## config.mk

```make
export PLATFORM = sky130hd
export DESIGN_NAME = ex_div_seq_flat
export DESIGN_NICKNAME = d
export VERILOG_FILES = /design/src/rtl/ex_div_seq_if.sv /design/src/rtl/ex_div_seq.sv /design/src/flat_wrapper.sv
export SDC_FILE = /design/constraint.sdc
export NUM_CORES = 1
export LEC_CHECK = 0
export ABC_AREA = 1
export CORE_ASPECT_RATIO = 1.25
export CORE_MARGIN = 5
export CORE_UTILIZATION = 35
export CTS_CLUSTER_SIZE = 12
export DETAILED_ROUTE_END_ITERATION = 6
export MAX_ROUTING_LAYER = met4
export PLACE_DENSITY_LB_ADDON = 0.08
export SYNTH_ARGS = -nofsm -noshare
export SYNTH_HDL_FRONTEND = slang
export SYNTH_SLANG_ARGS = --single-unit
```

## constraint.sdc

```tcl
create_clock -name clk -period 10.5 [get_ports clk]
set_input_delay 1.575 -clock clk [delete_from_list [all_inputs] [get_ports clk]]
set_output_delay 1.575 -clock clk [all_outputs]
set_load 0.05 [all_outputs]
```

## src/rtl/ex_div_seq_if.sv

```systemverilog
// Handshake bundle between the EX stage and the sequential divider.
// The master side is the pipeline; the slave side is the divider.
interface ex_div_seq_if;
    logic        div_req;
    logic [1:0]  div_op;
    logic [31:0] div_dividend;
    logic [31:0] div_divisor;
    logic        div_flush;
    logic        div_busy;
    logic        div_valid;
    logic [31:0] div_result;

    modport master (
        output div_req, div_op, div_dividend, div_divisor, div_flush,
        input  div_busy, div_valid, div_result
    );

    modport slave (
        input  div_req, div_op, div_dividend, div_divisor, div_flush,
        output div_busy, div_valid, div_result
    );
endinterface

```

## src/rtl/ex_div_seq.sv

```systemverilog
// Multi-cycle restoring divider for DIV/DIVU/REM/REMU, one quotient bit per cycle.
// Divide-by-zero and signed overflow bypass the iteration and finish one cycle after accept.
module ex_div_seq (
    input  logic          clk,
    input  logic          rst,
    ex_div_seq_if.slave   bus_io
);

    typedef enum logic [1:0] {StIdle, StCalc, StDone} state_e;

    state_e      state_q;
    logic [1:0]  op_q;
    logic [31:0] divisor_q;
    logic [31:0] quot_q;
    logic [31:0] rem_q;
    logic [4:0]  cnt_q;
    logic        neg_dvd_q;
    logic        neg_dvs_q;
    logic [31:0] result_q;

    logic        is_signed;
    logic        dvd_neg;
    logic        dvs_neg;
    logic [31:0] dvd_abs;
    logic [31:0] dvs_abs;
    logic        overflow;
    logic [32:0] rem_shift;
    logic [32:0] rem_sub;
    logic        q_bit;
    logic [31:0] rem_nxt;
    logic [31:0] quot_nxt;
    logic [31:0] quot_fix;
    logic [31:0] rem_fix;
    logic [31:0] final_res;

    always_comb begin
        is_signed = ~bus_io.div_op[0];
        dvd_neg   = is_signed & bus_io.div_dividend[31];
        dvs_neg   = is_signed & bus_io.div_divisor[31];
        dvd_abs   = dvd_neg ? (32'd0 - bus_io.div_dividend) : bus_io.div_dividend;
        dvs_abs   = dvs_neg ? (32'd0 - bus_io.div_divisor) : bus_io.div_divisor;
        overflow  = is_signed && (bus_io.div_dividend == 32'h8000_0000)
                    && (bus_io.div_divisor == 32'hFFFF_FFFF);

        // Dividend bits stream out of quot_q's MSB while quotient bits enter at its LSB.
        rem_shift = {rem_q, quot_q[31]};
        rem_sub   = rem_shift - {1'b0, divisor_q};
        q_bit     = ~rem_sub[32];
        rem_nxt   = q_bit ? rem_sub[31:0] : rem_shift[31:0];
        quot_nxt  = {quot_q[30:0], q_bit};

        quot_fix  = (neg_dvd_q ^ neg_dvs_q) ? (32'd0 - quot_nxt) : quot_nxt;
        rem_fix   = neg_dvd_q ? (32'd0 - rem_nxt) : rem_nxt;
        final_res = op_q[1] ? rem_fix : quot_fix;
    end

    always_ff @(posedge clk) begin
        if (rst) begin
            state_q   <= StIdle;
            op_q      <= 2'b00;
            divisor_q <= 32'd0;
            quot_q    <= 32'd0;
            rem_q     <= 32'd0;
            cnt_q     <= 5'd0;
            neg_dvd_q <= 1'b0;
            neg_dvs_q <= 1'b0;
            result_q  <= 32'd0;
        end else if (bus_io.div_flush) begin
            state_q <= StIdle;
            cnt_q   <= 5'd0;
        end else begin
            unique case (state_q)
                StIdle: begin
                    if (bus_io.div_req) begin
                        op_q      <= bus_io.div_op;
                        neg_dvd_q <= dvd_neg;
                        neg_dvs_q <= dvs_neg;
                        divisor_q <= dvs_abs;
                        quot_q    <= dvd_abs;
                        rem_q     <= 32'd0;
                        cnt_q     <= 5'd0;
                        if (bus_io.div_divisor == 32'd0) begin
                            result_q <= bus_io.div_op[1] ? bus_io.div_dividend : 32'hFFFF_FFFF;
                            state_q  <= StDone;
                        end else if (overflow) begin
                            result_q <= bus_io.div_op[1] ? 32'd0 : 32'h8000_0000;
                            state_q  <= StDone;
                        end else begin
                            state_q <= StCalc;
                        end
                    end
                end
                StCalc: begin
                    rem_q  <= rem_nxt;
                    quot_q <= quot_nxt;
                    cnt_q  <= cnt_q + 5'd1;
                    if (cnt_q == 5'd31) begin
                        result_q <= final_res;
                        state_q  <= StDone;
                    end
                end
                StDone: state_q <= StIdle;
                default: state_q <= StIdle;
            endcase
        end
    end

    assign bus_io.div_busy   = ((state_q == StIdle) & bus_io.div_req & ~bus_io.div_flush)
                               | (state_q == StCalc);
    assign bus_io.div_valid  = (state_q == StDone) & ~bus_io.div_flush;
    assign bus_io.div_result = bus_io.div_valid ? result_q : 32'd0;

endmodule

```

## src/flat_wrapper.sv

```systemverilog
// flat-port wrapper written by rule: the top's interface ports become plain ports
module ex_div_seq_flat 
  (clk, rst, bus_io_div_req, bus_io_div_op, bus_io_div_dividend, bus_io_div_divisor, bus_io_div_flush, bus_io_div_busy, bus_io_div_valid, bus_io_div_result);
  ex_div_seq_if bus_io_i ();
  input  logic clk;
  input  logic rst;
  input wire logic [$bits(bus_io_i.div_req)-1:0] bus_io_div_req;
  input wire logic [$bits(bus_io_i.div_op)-1:0] bus_io_div_op;
  input wire logic [$bits(bus_io_i.div_dividend)-1:0] bus_io_div_dividend;
  input wire logic [$bits(bus_io_i.div_divisor)-1:0] bus_io_div_divisor;
  input wire logic [$bits(bus_io_i.div_flush)-1:0] bus_io_div_flush;
  output wire logic [$bits(bus_io_i.div_busy)-1:0] bus_io_div_busy;
  output wire logic [$bits(bus_io_i.div_valid)-1:0] bus_io_div_valid;
  output wire logic [$bits(bus_io_i.div_result)-1:0] bus_io_div_result;
  assign bus_io_i.div_req = bus_io_div_req;
  assign bus_io_i.div_op = bus_io_div_op;
  assign bus_io_i.div_dividend = bus_io_div_dividend;
  assign bus_io_i.div_divisor = bus_io_div_divisor;
  assign bus_io_i.div_flush = bus_io_div_flush;
  assign bus_io_div_busy = bus_io_i.div_busy;
  assign bus_io_div_valid = bus_io_i.div_valid;
  assign bus_io_div_result = bus_io_i.div_result;
  ex_div_seq u_core (.clk(clk), .rst(rst), .bus_io(bus_io_i));
endmodule
```

==> flow_summary_export.csv, run 1 <==
group,metric,value,unit
run_status,status,"finished clean",
clocking,tritoncts,"yes",
logic_synthesis,syn_inst,2277,
floorplanning,fp.dieH,225,µm
detailed_routing,drc,0,
clocking,clk_pin_slew,0.06,ns
pwr,cellLeakagePower,6.98,nW
clocking,h-tree-depth,4,
global_routing,grt_usage,23.7,%
sta,rsz0062_at_grt,"false",
placed_design,hpwl,37.1,mm
logic_synthesis,yosysTopAreaCell,"dfxtp_1",
logic_synthesis,synth_compound_area_share,19.0,%
setup_path,worst-setup-path-type,"input pin to primary output",
clocking,cts_buffers,17,
logic_synthesis,synth_seq_cells,138,
sta,max_freq,173,MHz
logic_synthesis,yosysSeqAreaShare,21.4,%
setup_path,cp-start-kind,"input pin",
global_routing,antenna_found_initial,0,
sta,final_hold_viol_count,0,
floorplanning,die_w,182,µm
clocking,cts_setup_buffers,0,
sta,tightest_slew,1.16,ns
detailed_routing,postRouteWirelength,47.6,mm
sta,skew,0.0129,ns
detailed_routing,vias,14175,
detailed_routing,ant_nets,0,
sta,worst_hold_slack,0.465,ns
global_routing,overflow,0,
logic_synthesis,netlist_top_cells_count,"653 x nand2_1, 338 x inv_1, 244 x nor2_1",
sta,fin_setup_tns,0,ns
logic_synthesis,synthesis.nets,2387,
clocking,max-clock-path-buffers,2,
logic_synthesis,netlist.area_leader.share,21.4,%
detailed_routing,first_iter_violations,1063,
sta,drv_slew,0,
logic_synthesis,yosys.area_share.adder,3.93,%
logic_synthesis,synth_most_common_cell,"nand2_1",
logic_synthesis,synth_xor_xnor_area_share,3.25,%
clocking,root_buffer,"clkbuf_16",
sta,slew_headroom,22.5,%
finish,antennaDiodeCount,0,
sta,min_period,5.77,ns
logic_synthesis,synth-simple-area-share,39.2,%
logic_synthesis,ys.flop_type,"dfxtp_1",
finish,final_util,40.9,%
setup_path,crit_fanout,47,
finish,layout-drive-gt1-share,5.99,%
logic_synthesis,netlist_top_cells_area,"dfxtp_1 21%, nand2_1 19%, inv_1 9.8%, a21oi_1 7.5%, nor2_1 7.1%",
logic_synthesis,synth_top_family_by_area,"simple AND/OR/NAND/NOR gates",
logic_synthesis,synth.distinct_cells,56,
detailed_routing,drt_pass1_iterations,6,
floorplanning,pin_count,104,
setup_path,cp.required,8.93,ns
clocking,cts.sinks,138,
logic_synthesis,synth_edf_count,0,
job,cap_violations,0,
finish,fin_nets,2435,
detailed_routing,vias_per_cell,5.03,
detailed_routing,avgRoutedWirePerCell,16.9,µm
floorplanning,rows,78,
clocking,cts-resized-gates,0,
finish,syn_to_final_growth,15.4,%
floorplanning,start_util,35.5,%
logic_synthesis,yosys_warnings,0,
global_routing,grt_pass1_wl,74.3,mm
logic_synthesis,synth.mux.area_fraction,0,%
setup_path,rrSetupSlack,5.63,ns
sta,finalCritPeriodShare,55.0,%
logic_synthesis,ys_async_sr_fraction,0,%
setup_path,critPathArrivalTime,4.20,ns
pwr,ir_drop,0.113,mV
floorplanning,core_area,0.0364,mm²
placed_design,portBuffers,103,
clocking,hold_buffers,0,
hold_path,hp-class,"register to register",
logic_synthesis,synth.avg_cell_area,5.67,µm²
logic_synthesis,syn_area,0.0129,mm²
setup_path,cp-end-kind,"primary output",
global_routing,grt_start_max_net_pins,97,
global_routing,grt_pass1_vias,13423,
placed_design,gp_congestion,0.914,
sta,finalSetupViolCount,0,
clocking,clock_latency,0.45,ns
floorplanning,die-area,0.0409,mm²
pwr,totalPowerFinal,1.77,mW
pwr,powerDensity,119,mW/mm²
## layout by cell type (no fill, tap or decap), types with 25 or more instances in the layout
cell	netlist	routed
nand4_1	28	28
o21ai_0	148	148
ha_1	39	39
nor3_1	41	40
nand2_1	653	653
dfxtp_1	138	138
o221ai_1	27	27
inv_1	338	336
nor2_1	244	241
nand2_2	25	25
nand3_1	129	129
xor2_1	28	28
a21oi_1	194	194
clkdlybuf4s50_1	0	102
## area by class of cell
type / instances / area, µm²
fill: 4137 / 21500
multi-input combinational: 1703 / 8470
clock inverter: 14 / 184
clock buffer: 18 / 439
inverter: 348 / 1310
timing repair buffer: 117 / 1130
tap: 480 / 601
sequential: 138 / 2760
## stage by stage
stage | std cells | setup WS [ns] | area [µm²]
2_1_floorplan | 2277 | 5.05 | 12900
3_3_place_gp | 2786 | 4.72 | 14300
3_5_place_dp | 2786 | 4.69 | 14300
4_1_cts | 2818 | 4.70 | 14900
5_1_grt | 2818 | 4.44 | 14900
6_report | 2818 | 4.73 | 14900
## worst paths after layout
| kind | cells after the start | start | to |
|---|---|---|---|
| setup / recovery | 8 | bus_io_div_flush | bus_io_div_busy |
| hold / removal | 2 | u_core.result_q[24] | u_core.result_q[24] |
| setup reg to reg | 30 | u_core.quot_q[31] | u_core.result_q[30] |
| hold reg to reg | 2 | u_core.result_q[24] | u_core.result_q[24] |
## logic make-up (layout without fill, tap and decap cells)
group,Yosys count,count (layout)
buffers and inverters,436,497
adders and majority gates,40,40
xor gates and xnor gates,48,48
AOI/OAI and AO/OA,435,435
DFF,138,138
and+or+nand+nor,1180,1180
## registers in the layout, indices dropped and copies added, names as in the netlist
register	flops
u_core.neg_dvd_q	1
u_core.state_q	2
u_core.rem_q	32
u_core.neg_dvs_q	1
u_core.quot_q	32
u_core.result_q	32
u_core.op_q	1
u_core.cnt_q	5
u_core.divisor_q	32
## critical path, cell delays in order
cell	delay, ns
clkdlybuf4s50_1	0.47
nor2_1	0.11
inv_1	0.07
nor3_2	0.10
buf_4	0.42
inv_1	0.45
nand2_1	0.16
clkdlybuf4s50_1	0.82
## metal layers
layer  global-route usage [%]  wire, µm  vias up
li1                         -         -     7393
met1                     28.6     20700     6403
met2                     40.4     23400      318
met3                     2.49      1540       61
met4                     9.61      1930        0
met5                        -         0        -
## power by group
part | total (mW) | internal (mW) | leakage, nW | switching [mW]
Sequential | 0.565 | 0.545 | 1.12 | 0.0196
Clock | 0.658 | 0.385 | 0.292 | 0.273
Combinational | 0.547 | 0.174 | 5.57 | 0.374
Total | 1.77 | 1.10 | 6.98 | 0.666
Power figures use the tool's default switching activity.
==> run 2, diff against run 1 <==
- clock period: 10.5 -> 5.2 ns (I/O delays scaled with it)
==> run 2 against run 1 <==
Net effect: power up 98%; clock skew up 0.0041 ns; setup slack worse by 4.1 ns; first-iteration DRC count down 20%; die area unchanged; count of clock-buffer cells in the layout unchanged; utilization up 0.052 points; critical path depth up 22; sequential share of layout area about the same; sequential cell count unchanged; clock power up 90%; critical endpoint is now u_core.result_q[30].
==> flow_summary_export.csv, run 2 (synthesis results as in run 1) <==
group,metric,value,unit
placed_design,portBuffers,103,
sta,finalCritPeriodShare,88.1,%
placed_design,hpwl,39.7,mm
clocking,cts_setup_buffers,0,
pwr,ir_drop,0.280,mV
sta,tightest_slew,1.11,ns
finish,layout-drive-gt1-share,6.31,%
sta,finalSetupViolCount,0,
sta,min_period,4.58,ns
detailed_routing,avgRoutedWirePerCell,17.6,µm
setup_path,setup.worst_path.start,"u_core.quot_q[31]",
sta,fin_setup_tns,0,ns
global_routing,overflow,0,
detailed_routing,drc,0,
setup_path,cp-end-kind,"register",
setup_path,rr_startpoint,"u_core.quot_q[31]",
finish,multi_input_area,0.00847,mm²
clocking,tritoncts,"yes",
global_routing,grt_usage,24.8,%
setup_path,cp.required,5.52,ns
floorplanning,start_util,35.5,%
global_routing,antenna_found_initial,0,
finish,layout_commonest_cell,"nand2_1",
sta,rsz0062_at_grt,"false",
sta,final_hold_viol_count,0,
floorplanning,rows,78,
sta,slew_headroom,25.6,%
finish,seq_area,0.00276,mm²
setup_path,crit_fanout,4,
global_routing,grt_pass1_vias,13816,
clocking,cts.sinks,138,
finish,n_fill_cell,4061,
floorplanning,pin_count,104,
clocking,cts_buffers,17,
placed_design,placed_cells,2794,
placed_design,gp_congestion,0.920,
clocking,max-clock-path-buffers,2,
floorplanning,fp.dieH,225,µm
sta,skew,0.0169,ns
hold_path,hp-class,"register to register",
hold_path,hold_start,"u_core.result_q[13]",
floorplanning,die-area,0.0409,mm²
pwr,cellLeakagePower,7.02,nW
sta,max_freq,218,MHz
setup_path,worst-setup-path-type,"register to register",
clocking,hold_buffers,0,
clocking,clk_pin_slew,0.07,ns
detailed_routing,postRouteWirelength,49.8,mm
setup_path,cp-start-kind,"register",
setup_path,cpMostUsedCell,"nand2_1",
detailed_routing,ant_nets,0,
setup_path,critPathArrivalTime,4.90,ns
job,cap_violations,0,
setup_path,crit_slowest_cell,"fa_1",
floorplanning,die_w,182,µm
finish,finalNonFillerCells,2826,
finish,syn_to_final_growth,15.5,%
setup_path,cp_slowest_stage_delay,0.41,ns
clocking,root_buffer,"clkbuf_16",
pwr,powerDensity,235,mW/mm²
finish,antennaDiodeCount,0,
clocking,h-tree-depth,4,
floorplanning,core_area,0.0364,mm²
detailed_routing,vias_per_cell,5.07,
detailed_routing,drt_pass1_iterations,6,
clocking,cts-resized-gates,0,
finish,fin_nets,2443,
global_routing,grt_pass1_wl,77.5,mm
detailed_routing,first_iter_violations,851,
detailed_routing,vias,14326,
run_status,status,"finished clean",
finish,mostFrequentLayoutCells,"653 x nand2_1, 336 x inv_1, 241 x nor2_1",
sta,drv_slew,0,
clocking,clock_latency,0.47,ns
global_routing,grt_start_max_net_pins,86,
run 2: per-layer routing:
layer / vias to the layer above / part of all wire, % / global-route usage (%)
met1: 6555 / 43 / 29.5
li1: 7417 / - / -
met5: - / 0 / -
met3: 68 / 3.1 / 2.20
met2: 286 / 50 / 43.1
met4: 0 / 3.8 / 10.3
run 2: worst max-delay path: cells and delay by family, from the launching register on:
kind	cells	cell delay, ns
AND/OR/NAND/NOR	19	2.27
buffers and inverters	3	0.27
adder cells (fa/ha/maj)	3	0.85
AO/OA/AOI/OAI	5	0.73
flip-flops	1	0.31
run 2: area by class of cell:
class                           count  area share (%)
Timing Repair Buffer              125            8.00
Tap cell                          480            4.03
Clock inverter                     14           0.956
Sequential cell                   138            18.5
Multi-Input combinational cell   1703            56.8
Inverter                          348            8.76
Clock buffer                       18            2.94
run 2: metrics by stage:
stage               area [µm²]  power [mW]  util (%)  setup WS, ns  hold slack (ns)
floorplan                12900        1.91         -          1.16            0.437
global placement         14300        2.29      39.4         0.725            0.454
detailed placement       14300        2.29      39.4         0.685            0.459
CTS                      14900        3.55      41.0         0.656            0.469
global route             14900        3.72      41.0        0.0333            0.487
finish                   14900        3.51      41.0         0.621            0.467
run 2: worst paths after layout:
check                         to  slack [ns]  cells past startpoint
min          u_core.result_q[13]        0.47                      2
min reg2reg  u_core.result_q[13]        0.47                      2
max          u_core.result_q[30]        0.62                     30
max reg2reg  u_core.result_q[30]        0.62                     30
run 2: where the power goes:
part	internal, mW	switching, mW
combinational	0.354	0.771
sequential	1.10	0.0405
clock	0.653	0.595
==> run 3, diff against run 2 <==
- MAX_ROUTING_LAYER: met4 -> default
==> run 3 against run 2 <==
Net effect: clock skew shrank 0.0034 ns; power is essentially flat; non-clock buffer count shrank 2; clock power is essentially flat; register-to-register slack gained 0.07 ns; first-iteration DRC count grew 37%; fmax grew 1.6%; critical path type unchanged.
==> flow_summary_export.csv, run 3 (synthesis results as in run 1) <==
group,metric,value,unit
run_status,status,"finished clean",
global_routing,grt_usage,23.8,%
floorplanning,core_area,0.0364,mm²
finish,fin_nets,2441,
finish,final_area,0.0149,mm²
global_routing,overflow,0,
finish,finalNonFillerCells,2824,
placed_design,dp_slack,0.696,ns
job,cap_violations,0,
setup_path,cpMostUsedCell,"nand2_1",
sta,rsz0062_at_grt,"false",
placed_design,hpwl,39.4,mm
sta,fin_setup_tns,0,ns
sta,skew,0.0135,ns
floorplanning,die-area,0.0409,mm²
global_routing,grt_pass1_wl,76.9,mm
global_routing,grt_start_max_net_pins,84,
detailed_routing,ant_nets,0,
placed_design,gp_congestion,0.896,
setup_path,cp.required,5.50,ns
global_routing,antenna_found_initial,0,
sta,tightest_slew,1.25,ns
setup_path,critPathArrivalTime,4.81,ns
sta,drv_slew,0,
clocking,tritoncts,"yes",
finish,mostFrequentLayoutCells,"653 x nand2_1, 336 x inv_1, 241 x nor2_1",
setup_path,cp_slowest_stage_delay,0.40,ns
finish,layout_commonest_cell,"nand2_1",
pwr,powerDensity,236,mW/mm²
floorplanning,rows,78,
sta,finalCritPeriodShare,86.7,%
placed_design,portBuffers,103,
detailed_routing,postRouteWirelength,49.4,mm
placed_design,place_area,0.0143,mm²
sta,finalSetupViolCount,0,
clocking,hold_buffers,0,
floorplanning,die_w,182,µm
finish,antennaDiodeCount,0,
detailed_routing,avgRoutedWirePerCell,17.5,µm
clocking,cts.sinks,138,
clocking,cts-resized-gates,0,
detailed_routing,drt_pass1_iterations,5,
setup_path,cp_num_buf_inv,3,
detailed_routing,first_iter_violations,1163,
sta,fin_ws,0.692,ns
detailed_routing,vias_per_cell,5.11,
setup_path,cpLargestDelayFamily,"simple AND/OR/NAND/NOR gates",
hold_path,hp-class,"register to register",
detailed_routing,vias,14428,
clocking,cts_buffers,17,
clocking,clk_pin_slew,0.07,ns
setup_path,cp-start-kind,"register",
clocking,clock_latency,0.45,ns
clocking,cts_setup_buffers,0,
clocking,max-clock-path-buffers,2,
setup_path,worst-setup-path-type,"register to register",
finish,layout-drive-gt1-share,6.23,%
setup_path,cp-end-kind,"register",
placed_design,placed_cells,2792,
pwr,cellLeakagePower,7.00,nW
sta,max_freq,222,MHz
finish,syn_to_final_growth,15.4,%
floorplanning,start_util,35.5,%
pwr,totalPowerFinal,3.51,mW
sta,min_period,4.51,ns
setup_path,crit_fanout,4,
clocking,h-tree-depth,4,
floorplanning,pin_count,104,
sta,slew_headroom,16.8,%
detailed_routing,drc,0,
global_routing,grt_pass1_vias,13793,
floorplanning,fp.dieH,225,µm
setup_path,crit_slowest_cell,"fa_1",
pwr,ir_drop,0.165,mV
sta,final_hold_viol_count,0,
clocking,root_buffer,"clkbuf_16",
## run 3: cell types whose count changed in the layout (fill, tap and decap cells not counted), sizes merged
| cell | before | now |
|---|---|---|
| clkinvlp | 0 | 2 |
| clkinv | 4 | 6 |
| bufinv | 0 | 1 |
| clkbuf | 18 | 17 |
| inv | 358 | 354 |
| buf | 23 | 21 |
## run 3: worst register-to-register path, delay by kind of cell (launching register included)
kind | cells | cell delay, ns
AO/OA/AOI/OAI | 5 | 0.74
adder cells (fa/ha/maj) | 3 | 0.83
flip-flops | 1 | 0.30
buffers and inverters | 3 | 0.26
AND/OR/NAND/NOR | 19 | 2.25
## run 3: per-stage QoR
step           hold slack [ns]  util (%)
2_1_floorplan            0.437         -
3_3_place_gp             0.453      39.3
3_5_place_dp             0.457      39.3
4_1_cts                  0.468      40.9
5_1_grt                  0.492      40.9
6_report                 0.468      40.9
## run 3: worst paths after layout
path / from / end / slack (ns) / cells past startpoint
hold reg to reg: u_core.result_q[29] / u_core.result_q[29] / 0.47 / 2
setup reg to reg: u_core.quot_q[31] / u_core.result_q[30] / 0.69 / 30
setup / recovery: u_core.quot_q[31] / u_core.result_q[30] / 0.69 / 30
hold / removal: u_core.result_q[29] / u_core.result_q[29] / 0.47 / 2
## run 3: report_power, final
group / total (mW) / switching [mW] / internal (mW)
clock network: 1.25 / 0.574 / 0.677
logic: 1.12 / 0.771 / 0.353
registers: 1.14 / 0.0397 / 1.10
## run 3: cell type report
cell class                 count  area (µm²)
timing repair buffer         123        1180
tap                          480         601
fill                        4065       21500
clock inverter                15         159
inverter                     348        1310
multi-input combinational   1703        8470
clock buffer                  17         425
sequential                   138        2760
## run 3: layer usage
| layer | up-vias | routed length [µm] | track usage [%] |
|---|---|---|---|
| met2 | 363 | 24500 | 42.6 |
| met5 | - | 0 | 0 |
| met1 | 6570 | 21400 | 29.5 |
| met3 | 78 | 1720 | 2.33 |
| li1 | 7417 | - | - |
| met4 | 0 | 1780 | 8.77 |
